===== src/rtl/mul_sequencer.sv =====
// Sequential 32x32 multiplier covering MUL/MULH/MULHSU/MULHU.
// Signed operands become magnitudes and are combined by 32 shift-add steps, then the sign is reapplied.
module mul_sequencer #(
    parameter int XLEN = 32
) (
    input  logic            clk,
    input  logic            reset,
    input  logic            start,
    input  logic [1:0]      op,
    input  logic [XLEN-1:0] rs1,
    input  logic [XLEN-1:0] rs2,
    output logic            busy,
    output logic            done,
    output logic [XLEN-1:0] res
);
    typedef enum logic [1:0] {IDLE, CALC, FIN} state_t;

    state_t              state_q, state_d;
    logic                hi_q, hi_d;
    logic                neg_q, neg_d;
    logic [2*XLEN-1:0]   mcand_q, mcand_d;
    logic [XLEN:0]       mplier_q, mplier_d;
    logic [2*XLEN-1:0]   acc_q, acc_d;
    logic [5:0]          cnt_q, cnt_d;
    logic                busy_q, busy_d;
    logic                done_q, done_d;
    logic [XLEN-1:0]     res_q, res_d;

    logic                s1, s2;
    logic [XLEN:0]       mag1, mag2;
    logic [2*XLEN-1:0]   prod;

    always_comb begin
        // MULHU treats rs1 as unsigned; only MUL and MULH treat rs2 as signed.
        s1   = (op != 2'b11);
        s2   = (op == 2'b00) || (op == 2'b01);
        // 33-bit magnitudes keep -2^31 exact after negation.
        mag1 = (s1 && rs1[XLEN-1]) ? -{1'b1, rs1} : {1'b0, rs1};
        mag2 = (s2 && rs2[XLEN-1]) ? -{1'b1, rs2} : {1'b0, rs2};
        prod = neg_q ? -acc_q : acc_q;

        state_d  = state_q;
        hi_d     = hi_q;
        neg_d    = neg_q;
        mcand_d  = mcand_q;
        mplier_d = mplier_q;
        acc_d    = acc_q;
        cnt_d    = cnt_q;
        busy_d   = busy_q;
        done_d   = 1'b0;
        res_d    = res_q;

        case (state_q)
            IDLE: begin
                busy_d = 1'b0;
                if (start) begin
                    state_d  = CALC;
                    hi_d     = (op != 2'b00);
                    neg_d    = (s1 & rs1[XLEN-1]) ^ (s2 & rs2[XLEN-1]);
                    mcand_d  = {{(XLEN-1){1'b0}}, mag1};
                    mplier_d = mag2;
                    acc_d    = '0;
                    cnt_d    = '0;
                    busy_d   = 1'b1;
                end
            end
            CALC: begin
                if (cnt_q == 6'd32) begin
                    state_d = FIN;
                    done_d  = 1'b1;
                    res_d   = hi_q ? prod[2*XLEN-1:XLEN] : prod[XLEN-1:0];
                end else begin
                    if (mplier_q[0]) acc_d = acc_q + mcand_q;
                    mcand_d  = mcand_q << 1;
                    mplier_d = mplier_q >> 1;
                    cnt_d    = cnt_q + 6'd1;
                end
            end
            FIN: begin
                state_d = IDLE;
                busy_d  = 1'b0;
            end
            default: begin
                state_d = IDLE;
                busy_d  = 1'b0;
            end
        endcase
    end

    always_ff @(posedge clk or posedge reset) begin
        if (reset) begin
            state_q  <= IDLE;
            hi_q     <= 1'b0;
            neg_q    <= 1'b0;
            mcand_q  <= '0;
            mplier_q <= '0;
            acc_q    <= '0;
            cnt_q    <= '0;
            busy_q   <= 1'b0;
            done_q   <= 1'b0;
            res_q    <= '0;
        end else begin
            state_q  <= state_d;
            hi_q     <= hi_d;
            neg_q    <= neg_d;
            mcand_q  <= mcand_d;
            mplier_q <= mplier_d;
            acc_q    <= acc_d;
            cnt_q    <= cnt_d;
            busy_q   <= busy_d;
            done_q   <= done_d;
            res_q    <= res_d;
        end
    end

    assign busy = busy_q;
    assign done = done_q;
    assign res  = res_q;
endmodule


===== config.mk =====
export PLATFORM = sky130hd
export DESIGN_NAME = mul_sequencer
export DESIGN_NICKNAME = d
export VERILOG_FILES = /design/src/rtl/mul_sequencer.sv
export SDC_FILE = /design/constraint.sdc
export NUM_CORES = 1
export LEC_CHECK = 0
export BUFFER_PORTS_ARGS = -buffer_cell sky130_fd_sc_hd__clkbuf_2
export CELL_PAD_IN_SITES_DETAIL_PLACEMENT = 0
export CELL_PAD_IN_SITES_GLOBAL_PLACEMENT = 2
export CORE_AREA = 4 4 210 212
export DETAILED_ROUTE_END_ITERATION = 10
export DIE_AREA = 0 0 214 216
export PLACE_DENSITY = 0.83
export SKIP_CTS_REPAIR_TIMING = 1
export SLEW_MARGIN = 30
export SYNTH_ARGS = -nofsm -noshare
export SYNTH_HDL_FRONTEND = slang
export SYNTH_SLANG_ARGS = --single-unit

===== constraint.sdc =====
create_clock -name clk -period 7.77 [get_ports clk]
set_clock_uncertainty 0.1 [all_clocks]
set_input_delay 0.3885 -clock clk [delete_from_list [all_inputs] [get_ports clk]]
set_output_delay 0.3885 -clock clk [all_outputs]
set_load 0.01 [all_outputs]

; ---- Word-level counts from Yosys, hierarchy flattened
; Cells that the tools add are included.
[word_totals]
ff_bits = 205
inputBits = 69
out_inout_bits = 34
[classes]
add_sub_neg = 5
eq_ne = 8
n_mux = 24
bitwise_logic = 3
reduce_logical = 12
[ops]
columns = op, count
row1 = $mux 64, 6
row2 = $pmux 64 s2, 2
row3 = $mux 33, 4
row4 = $neg 33->33, 2
row5 = $pmux 33 s2, 1
row6 = $add 64x64->64, 1
row7 = $neg 64->64, 1
row8 = $mux 32, 1
row9 = $mux 6, 2
row10 = $pmux 6 s2, 1
row11 = $ne 2x2->1 const B, 5
row12 = $add 6x1->6 const B, 1
row13 = $eq 6x6->1 const B, 1
row14 = $reduce_and 2->1, 3
row15 = $eq 2x1->1 const B, 2
row16 = $logic_not 2->1, 2
row17 = $mux 2, 2
row18 = $pmux 2 s2, 1
row19 = $reduce_and 4->1, 1
row20 = $reduce_bool 2->1, 2
row21 = $mux 1, 3
row22 = $reduce_and 3->1, 1
row23 = $and 1x1->1, 2
row24 = $logic_and 1x1->1, 2
row25 = other kinds (3), 3

; ---- Depth between registers and ports, before layout
; Gate-level depths: netlist of the first run.
[depth]
ltp_word = 6
mapped_depth = 13

; ---- Least setup slack after synthesis of the first run
; Ideal clock, no wire load.
[synth_timing]
kind = register to register
from = register acc_q[11]
to = register res_q[31] (netlist: res[31])
setup_ps = 76
t_arrival_ps = 3345
slack_ps = 4249
path_stages_with_launch = 13
n_path_buf = 2
period_less_slack_ps = 3521
cell_sequence = dfrtp_1 > or4_4 > or3_4 > nand4bb_4 > or4_4 > buf_6 > or2_1 > buf_6 > or2_4 > and3_4 > o31ai_1 > o21ai_1 > o21ai_1
[synth_between]
elab_chain_cells = 3
[synth_rtl]
columns = element, line
row1 = "start, declared", 23  ; logic [2*XLEN-1:0] acc_q, acc_d;
row2 = "start signal, assigned", 97  ; acc_q <= '0;
row3 = "start signal, assigned", 108  ; acc_q <= acc_d;
row4 = $neg 64->64, 40  ; prod = neg_q ? -acc_q : acc_q;
row5 = $mux 64, 40
row6 = $mux 32, 71  ; res_d = hi_q ? prod[2*XLEN-1:XLEN] : prod[XLEN-1:0];
row7 = "end signal, assigned", 112  ; res_q <= res_d;
row8 = "end, declared", 27  ; logic [XLEN-1:0] res_q, res_d;
; Every way passes these cells.
; A chain may end at the register's enable or synchronous reset.

; ---- Final worst setup path of the first run
[layout_timing]
from = register acc_q[0]
to = register acc_q[62]
[layout_between]
elab_chain_cells = 4
[layout_rtl]
columns = element, line
row1 = $add 64x64->64, 73  ; if (mplier_q[0]) acc_d = acc_q + mcand_q;
row2 = $mux 64, 73
row3 = $mux 64, 68  ; if (cnt_q == 6'd32) begin
row4 = $pmux 64 s2, 53  ; case (state_q)
; Every way passes these cells. The select of a mux whose other input is x is not followed.

==> results of run 1 <==
==> state kept, by name, indices dropped and copies added, names as in the netlist, 2 cells and up <==
signal	count
mcand_q	64
state_q	2
cnt_q	6
acc_q	64
mplier_q	33
res	32
==> worst max-delay path, cell delays in order, from the launching register on <==
cell       delay [ps]
dfrtp_1           420
ha_1              200
inv_1              60
fa_1              400
nor2b_1           120
o21ai_0           100
a21boi_0          390
o21ai_0           150
buf_4             170
a2111oi_0         630
o22ai_1           360
o31a_1            410
o31ai_1           420
a31o_2            230
a31oi_1            80
==> path summary, 6_finish.rpt <==
check                            end  slack [ps]  depth (start not counted)  startpoint
min in group asynchronous    res[10]         380                          3       reset
min                             hi_q          40                          3       op[0]
max reg2reg                acc_q[62]        3430                         14    acc_q[0]
min reg2reg                  res[30]         380                          2     res[30]
max in group asynchronous  acc_q[35]        5900                          4       reset
max                        acc_q[62]        3430                         14    acc_q[0]
==> placed cells by master (no fill, tap or decap), types with 25 or more instances in the layout <==
master,synthesis,layout
a21o_1,33,33
a21oi_1,184,184
clkbuf_16,0,25
clkbuf_2,0,102
dfrtp_1,205,204
ha_1,68,68
inv_1,39,38
nand2_1,313,313
nand3_1,51,51
nor2_1,145,142
nor3_1,26,26
o21ai_0,229,228
o31ai_1,33,33
xnor2_1,65,65
xor2_1,94,94
==> area by class of cell <==
| class | instances | area share |
|---|---|---|
| Sequential cell | 205 | 0.312 |
| Tap cell | 539 | 0.0410 |
| Inverter | 39 | 0.00936 |
| Multi-Input combinational cell | 1514 | 0.547 |
| Clock inverter | 10 | 0.00913 |
| Timing Repair Buffer | 118 | 0.0387 |
| Clock buffer | 35 | 0.0428 |
==> layer usage <==
layer | wire [um] | track usage | vias to the layer above
li1 | - | - | 6727
met1 | 22200 | 0.280 | 6345
met2 | 20300 | 0.304 | 330
met3 | 2160 | 0.0243 | 49
met4 | 1060 | 0.0452 | 0
met5 | 0 | 0 | -
==> metrics by stage <==
stage / setup WS [ps] / total power, W
after detailed placement: 3470 / 0.00569
after CTS: 3430 / 0.00697
after global routing: 3210 / 0.00754
after floorplan: 1690 / 0.00458
final: 3430 / 0.00694
after global placement: 3500 / 0.00566
==> cell families (layout without fill, tap and decap cells) <==
kind of cell,Yosys count,after routing,synth area share
AOI/OAI and AO/OA,587,587,0.234
muxes,7,7,0.00478
adders and majority gates,69,69,0.0594
and+or+nand+nor,692,692,0.218
buffers and inverters,144,202,0.0398
xor gates and xnor gates,159,159,0.0949
DFF,205,205,0.350
==> power by group <==
part | internal [W] | total [W] | switching, W
combinational | 0.00136 | 0.00364 | 0.00228
sequential | 0.00152 | 0.00206 | 0.000546
clock | 0.000760 | 0.00124 | 0.000476
total | 0.00363 | 0.00694 | 0.00331
==> results_dict.tcl, run 1 <==
set metrics [dict create \
    area_growth_pct 12.1 \
    design.die.area_um2 46200 \
    synth_top_area_share 0.350 \
    core-area_um2 41900 \
    fin_crit_ps 4340 \
    fmax_ghz 0.230 \
    hpwl_um 33900 \
    grt_pass1_wl_um 72900 \
    die_h_um 216 \
    period_share 0.559 \
    grt_max_degree 89 \
    slew_violations 0 \
    final_area_um2 16400 \
    yosys-top-cells-count "313 x nand2_1, 229 x o21ai_0, 205 x dfrtp_1" \
    track_usage 0.192 \
    fin_cells 2460 \
    cts_made_buffers 25 \
    grt-ovfl-total 0 \
    clk_path_buf_depth 3 \
    synth_top_cell_by_area "dfrtp_1" \
    drv_cap 0 \
    drt_iter0_markers 1170 \
    synth_cell_types 75 \
    cts_root_buffer "clkbuf_16" \
    hold_class "in2reg" \
    vdd_ir_drop_max_uv 256 \
    detailroute.via_count 13451 \
    seq_area_um2 5130 \
    hold_viol_final 0 \
    cp.arrival_ps 4660 \
    n_antenna_cell 0 \
    dpl_cell_area_um2 15600 \
    syn_area_um2 14700 \
    end_kind "flop" \
    setup_viol 0 \
    crit_type "reg2reg" \
    syn-instance-count 1863 \
    final_antenna_net_count 0 \
    synthFlopType "dfrtp_1" \
    synth_nets 2001 \
    num-fill-cells 4364 \
    clk_latency_ps 550 \
    startpoint_type "flop" \
    ys_ff_latch 205 \
    initial_core_util 0.350 \
    status "completed" \
    die_x_um 214 \
    slew_headroom 0.353 \
    tightest_slew_ps 969 \
    finish.utilization 0.392 \
    cp.required_ps 8080 \
    nets 2041 \
    rsz0062_at_grt "false" \
    gp_congestion 0.888 \
    synthArstFlopShare 1.00 \
    multi_input_area_um2 8990 \
    power.leakage_nw 7.30 \
    p_per_area_nw_per_um2 422 \
    rows 75 \
    htreeDepth 1 \
    yosysMostFrequentCell "nand2_1" \
    synth_edf_count 0 \
    setup_tns_ps 0 \
    avgSynthCellArea_um2 7.87 \
    seq_area_frac_synth 0.350 \
    ys_top_cells_by_area "dfrtp_1 35%, nand2_1 8.0%, o21ai_0 7.8%" \
    clk_pin_slew_ps 60 \
    cts_tree "yes" \
    grt_pass1_vias 12769 \
    antenna_found_initial 0 \
    vias_per_cell 5.47 \
    drt_first_pass_iters 5 \
    portBuffers 102 \
    whs_ps 40.5 \
    yosys_warnings 0 \
    cts_sinks 205 \
    io_pins 103 \
    drive_gt1_frac 0.0979 \
    drt-total-wl_um 45700 \
    drc 0 \
    crit_fanout 5 \
    place_inst 2414 \
    wl_per_cell_um 18.6 \
]
(Power assumes the default switching activity.)
==> run 2, diff against run 1 <==
- CORE_AREA: 4 4 210 212 -> 4 4 216 218
- DIE_AREA: 0 0 214 216 -> 0 0 220 222
- PLACE_DENSITY: 0.83 -> 0.82
- clock period: 7.77 -> 3.8 ns (I/O delays scaled with it)
==> results_dict.tcl, run 2 (same netlist as run 1, synthesis figures left out) <==
set metrics [dict create \
    p_sw_frac 0.467 \
    io_pins 103 \
    drv_cap 0 \
    grt_max_degree 89 \
    cts_tree "yes" \
    seq_power_share 0.275 \
    cts_made_buffers 26 \
    clk_latency_ps 550 \
    crit_fanout 8 \
    fin_crit_ps 3640 \
    critPathBufInv 0 \
    max_stage_delay_ps 560 \
    hpwl_um 36200 \
    violations "hold timing" \
    startpoint_type "flop" \
    pre_cts_ws_ps -97.0 \
    nets 2162 \
    gp_congestion 0.904 \
    grt_pass1_vias 13485 \
    clockPowerShare 0.164 \
    n_antenna_cell 0 \
    internal_power_w 0.00787 \
    area_growth_pct 19.7 \
    whs_ps -38.9 \
    finish.utilization 0.391 \
    portBuffers 102 \
    fmax_ghz 0.274 \
    hold_class "in2reg" \
    grt-ovfl-total 0 \
    clk_path_buf_depth 3 \
    cts_sinks 205 \
    setup_ws_ps 157 \
    period_share 0.959 \
    initial_core_util 0.327 \
    p_per_area_nw_per_um2 841 \
    drc 0 \
    setup_tns_ps 0 \
    cp.required_ps 4180 \
    layout_common_cells "312 x nand2_1, 226 x o21ai_0, 204 x dfrtp_1" \
    cp.arrival_ps 4020 \
    layout_commonest_cell "nand2_1" \
    rows 78 \
    p_sw_w 0.00690 \
    grt_pass1_wl_um 75200 \
    cts_root_buffer "clkbuf_16" \
    core-area_um2 44900 \
    slowest_stage "or4_4" \
    wl_per_cell_um 17.9 \
    p_comb_frac 0.561 \
    largestRegisters "acc_q x64, mcand_q x64, mplier_q x33" \
    end_kind "flop" \
    design.die.area_um2 48800 \
    vias_per_cell 5.29 \
    clk_pin_slew_ps 60 \
    power.leakage_nw 7.89 \
    drt_iter0_markers 854 \
    track_usage 0.189 \
    die_h_um 222 \
    drive_gt1_frac 0.141 \
    die_x_um 220 \
    slew_headroom 0.408 \
    drt_first_pass_iters 7 \
    path_cells "or4_4 > or3_4 > nand4bb_4 > or4_4 > or2_1 > or2_4 > and3_4 > o31ai_1 > o21ai_1 > o21ai_1" \
    final_area_um2 17600 \
    htreeDepth 1 \
    vdd_ir_drop_max_uv 515 \
    final_antenna_net_count 0 \
    hold_viol_final 5 \
    detailroute.via_count 13963 \
    dpl_cell_area_um2 16400 \
    status "finished with violations" \
    tightest_slew_ps 887 \
    crit_family "simple AND/OR/NAND/NOR gates" \
    crit_type "reg2reg" \
    setup_viol 0 \
    antenna_found_initial 0 \
    slew_violations 0 \
    drt-total-wl_um 47200 \
    rsz0062_at_grt "false" \
]
==> run 2: cell types whose count changed in the layout (fill, tap and decap cells not counted), moves of 2 or more <==
cell	before	now
dlygate4sd3_1	1	29
buf_4	14	102
clkbuf_16	25	27
clkinvlp_4	0	2
bufinv_16	4	1
buf_12	0	5
a211oi_2	0	3
a211oi_1	9	6
clkinv_2	6	4
o21ai_0	228	226
==> run 2: layer usage <==
layer / GRT usage / routed length [um] / part of all wire / vias to the layer above
li1: - / - / - / 6967
met1: 0.272 / 23200 / 0.49 / 6658
met2: 0.299 / 21000 / 0.44 / 271
met3: 0.0286 / 1890 / 0.040 / 67
met4: 0.0450 / 1180 / 0.025 / 0
met5: 0 / 0 / 0 / -
==> run 2: worst min-delay path, stage by stage <==
cell and delay (ps):
clkbuf_2 120, xnor2_1 90, nor2_1 80, o21ai_0 80
==> run 2: through the flow <==
stage                     instances  total power [W]
after floorplan                1863          0.00937
after global placement         2566           0.0122
after detailed placement       2566           0.0123
after CTS                      2610           0.0148
after global routing           2640           0.0161
final                          2640           0.0148
==> run 2: power by group through the flow <==
stage / sequential [W] / clock [W] / combinational [W]
CTS: 0.00406 / 0.00251 / 0.00824
finish: 0.00406 / 0.00243 / 0.00828
floorplan: 0.00382 / 0 / 0.00555
global placement: 0.00407 / 0 / 0.00816
global route: 0.00419 / 0.00259 / 0.00929
detailed placement: 0.00409 / 0 / 0.00821
==> run 2: path summary, 6_finish.rpt <==
path	startpoint	to	slack (ps)	cells after the start
worst max-delay path	acc_q[12]	res[31]	160	10
worst min-delay path	rs2[15]	mplier_q[15]	-40	4
worst max register to register	acc_q[12]	res[31]	160	10
worst min register to register	res[3]	res[3]	380	2
max in group asynchronous	reset	mcand_q[35]	2590	5
min in group asynchronous	reset	res[5]	30	3
==> run 2: final cells by class <==
class	count	area, um2
clock buffer	38	767
clock inverter	6	57.6
fill	4733	27300
inverter	39	150
multi-input combinational	1514	9030
sequential	205	5130
tap	600	751
timing repair buffer	238	1670
==> run 3, diff against run 2 <==
- CORE_AREA: 4 4 216 218 -> 4 4 227 229
- DIE_AREA: 0 0 220 222 -> 0 0 231 233
- PLACE_DENSITY: 0.82 -> 0.76
==> results_dict.tcl, run 3 (same netlist as run 1, synthesis figures left out) <==
set metrics [dict create \
    status "finished with violations" \
    violations "hold timing" \
    p_comb_frac 0.551 \
    fmax_ghz 0.279 \
    rows 82 \
    n_antenna_cell 0 \
    clk_latency_ps 560 \
    multi_input_area_um2 9040 \
    setup_viol 0 \
    setup_tns_ps 0 \
    initial_core_util 0.295 \
    die_h_um 233 \
    track_usage 0.181 \
    num-fill-cells 5360 \
    cts_root_buffer "clkbuf_16" \
    drv_cap 0 \
    hpwl_um 37300 \
    core-area_um2 49700 \
    largestRegisters "acc_q x64, mcand_q x64, mplier_q x33" \
    vdd_ir_drop_max_uv 331 \
    p_per_area_nw_per_um2 849 \
    gp_congestion 0.874 \
    layout_common_cells "312 x nand2_1, 224 x o21ai_0, 204 x dfrtp_1" \
    end_kind "flop" \
    whs_ps -71.4 \
    final_antenna_net_count 0 \
    cts_tree "yes" \
    reg2reg_depth 10 \
    cp.required_ps 4190 \
    reg2reg_to "res[31]" \
    tightest_slew_ps 972 \
    wl_per_cell_um 18.4 \
    layout_commonest_cell "nand2_1" \
    grt-ovfl-total 0 \
    startpoint_type "flop" \
    power.leakage_nw 7.82 \
    cts_made_buffers 26 \
    slew_headroom 0.352 \
    grt_pass1_vias 13610 \
    period_share 0.942 \
    seq_power_share 0.274 \
    crit_type "reg2reg" \
    nets 2141 \
    slew_violations 0 \
    antenna_found_initial 0 \
    final_area_um2 17600 \
    p_sw_w 0.00701 \
    clk_pin_slew_ps 60 \
    clockPowerShare 0.175 \
    min_from "rs2[16]" \
    finish.utilization 0.353 \
    hold_path_end "mplier_q[16]" \
    p_sw_frac 0.470 \
    drt_iter0_markers 935 \
    grt_max_degree 86 \
    area_growth_pct 19.7 \
    htreeDepth 1 \
    portBuffers 102 \
    fin_cells 2695 \
    fin_crit_ps 3580 \
    hold_viol_final 8 \
    detailroute.via_count 13794 \
    die_x_um 231 \
    min_path_cells 4 \
    design.die.area_um2 53800 \
    dpl_cell_area_um2 16300 \
    vias_per_cell 5.12 \
    hold_class "in2reg" \
    cts_sinks 205 \
    rsz0062_at_grt "false" \
    reg2reg_slack_ps 220 \
    seq_area_um2 5130 \
    grt_pass1_wl_um 78300 \
    clk_path_buf_depth 3 \
    drc 0 \
    io_pins 103 \
    drt_first_pass_iters 5 \
    drt-total-wl_um 49500 \
    place_inst 2619 \
    cp.arrival_ps 3960 \
    rr_startpoint "acc_q[11]" \
    drive_gt1_frac 0.133 \
    internal_power_w 0.00790 \
    crit_fanout 9 \
]
==> run 3: cell count changes in the layout (fill, tap and decap cells not counted), moves of 2 or more <==
cell / change
clkbuf_1: +3
buf_4: -19
o21ai_0: -2
o21ai_1: +3
bufinv_16: +2
clkinv_2: -2
==> run 3: power by group through the flow <==
stage / registers [W] / logic [W] / clock network (W)
floorplan: 0.00382 / 0.00555 / 0
global placement: 0.00408 / 0.00816 / 0
detailed placement: 0.00411 / 0.00817 / 0
CTS: 0.00408 / 0.00820 / 0.00270
global route: 0.00421 / 0.00921 / 0.00279
finish: 0.00408 / 0.00821 / 0.00262
==> run 3: final cells by class <==
cell class              instances  area share
inverters                      39     0.00855
multi-input cells            1514       0.515
repair buffers                217      0.0851
flip-flops and latches        205       0.292
clock buffers                  41      0.0443
well taps                     672      0.0479
clock inverters                 7     0.00663
==> run 3: worst max-delay path by stage <==
stage | slack [ps] | start | depth (start not counted) | to
global placement | -20 | mcand_q[0] | 14 | acc_q[62]
global route | 10 | acc_q[3] | 10 | res[1]
finish | 220 | acc_q[11] | 10 | res[31]
detailed placement | -30 | acc_q[0] | 14 | acc_q[60]
CTS | -50 | mcand_q[0] | 14 | acc_q[60]
floorplan | 280 | acc_q[11] | 12 | res[31]
==> run 3: per-layer routing <==
layer  GRT usage  wire length [um]  vias up
li1            -                 -     6905
met1       0.255             23900     6577
met2       0.301             22800      252
met3      0.0218              1740       60
met4      0.0378              1050        0
met5           0                 0        -
==> run 3: critical path: stages, from the launching register on <==
cell and delay (ps):
dfrtp_1 410, or4_4 560, or3_4 370, nand4bb_4 260, or4_4 580, or2_4 330
or2_4 270, and3_4 170, o31ai_1 220, o21ai_1 100, o21ai_1 140
==> run 3: through the flow <==
stage	setup WS [ps]	power, W
after global placement	-18.8	0.0122
final	221	0.0149
after CTS	-50.8	0.0150
after detailed placement	-27.5	0.0123
after global routing	13.4	0.0162
after floorplan	279	0.00937
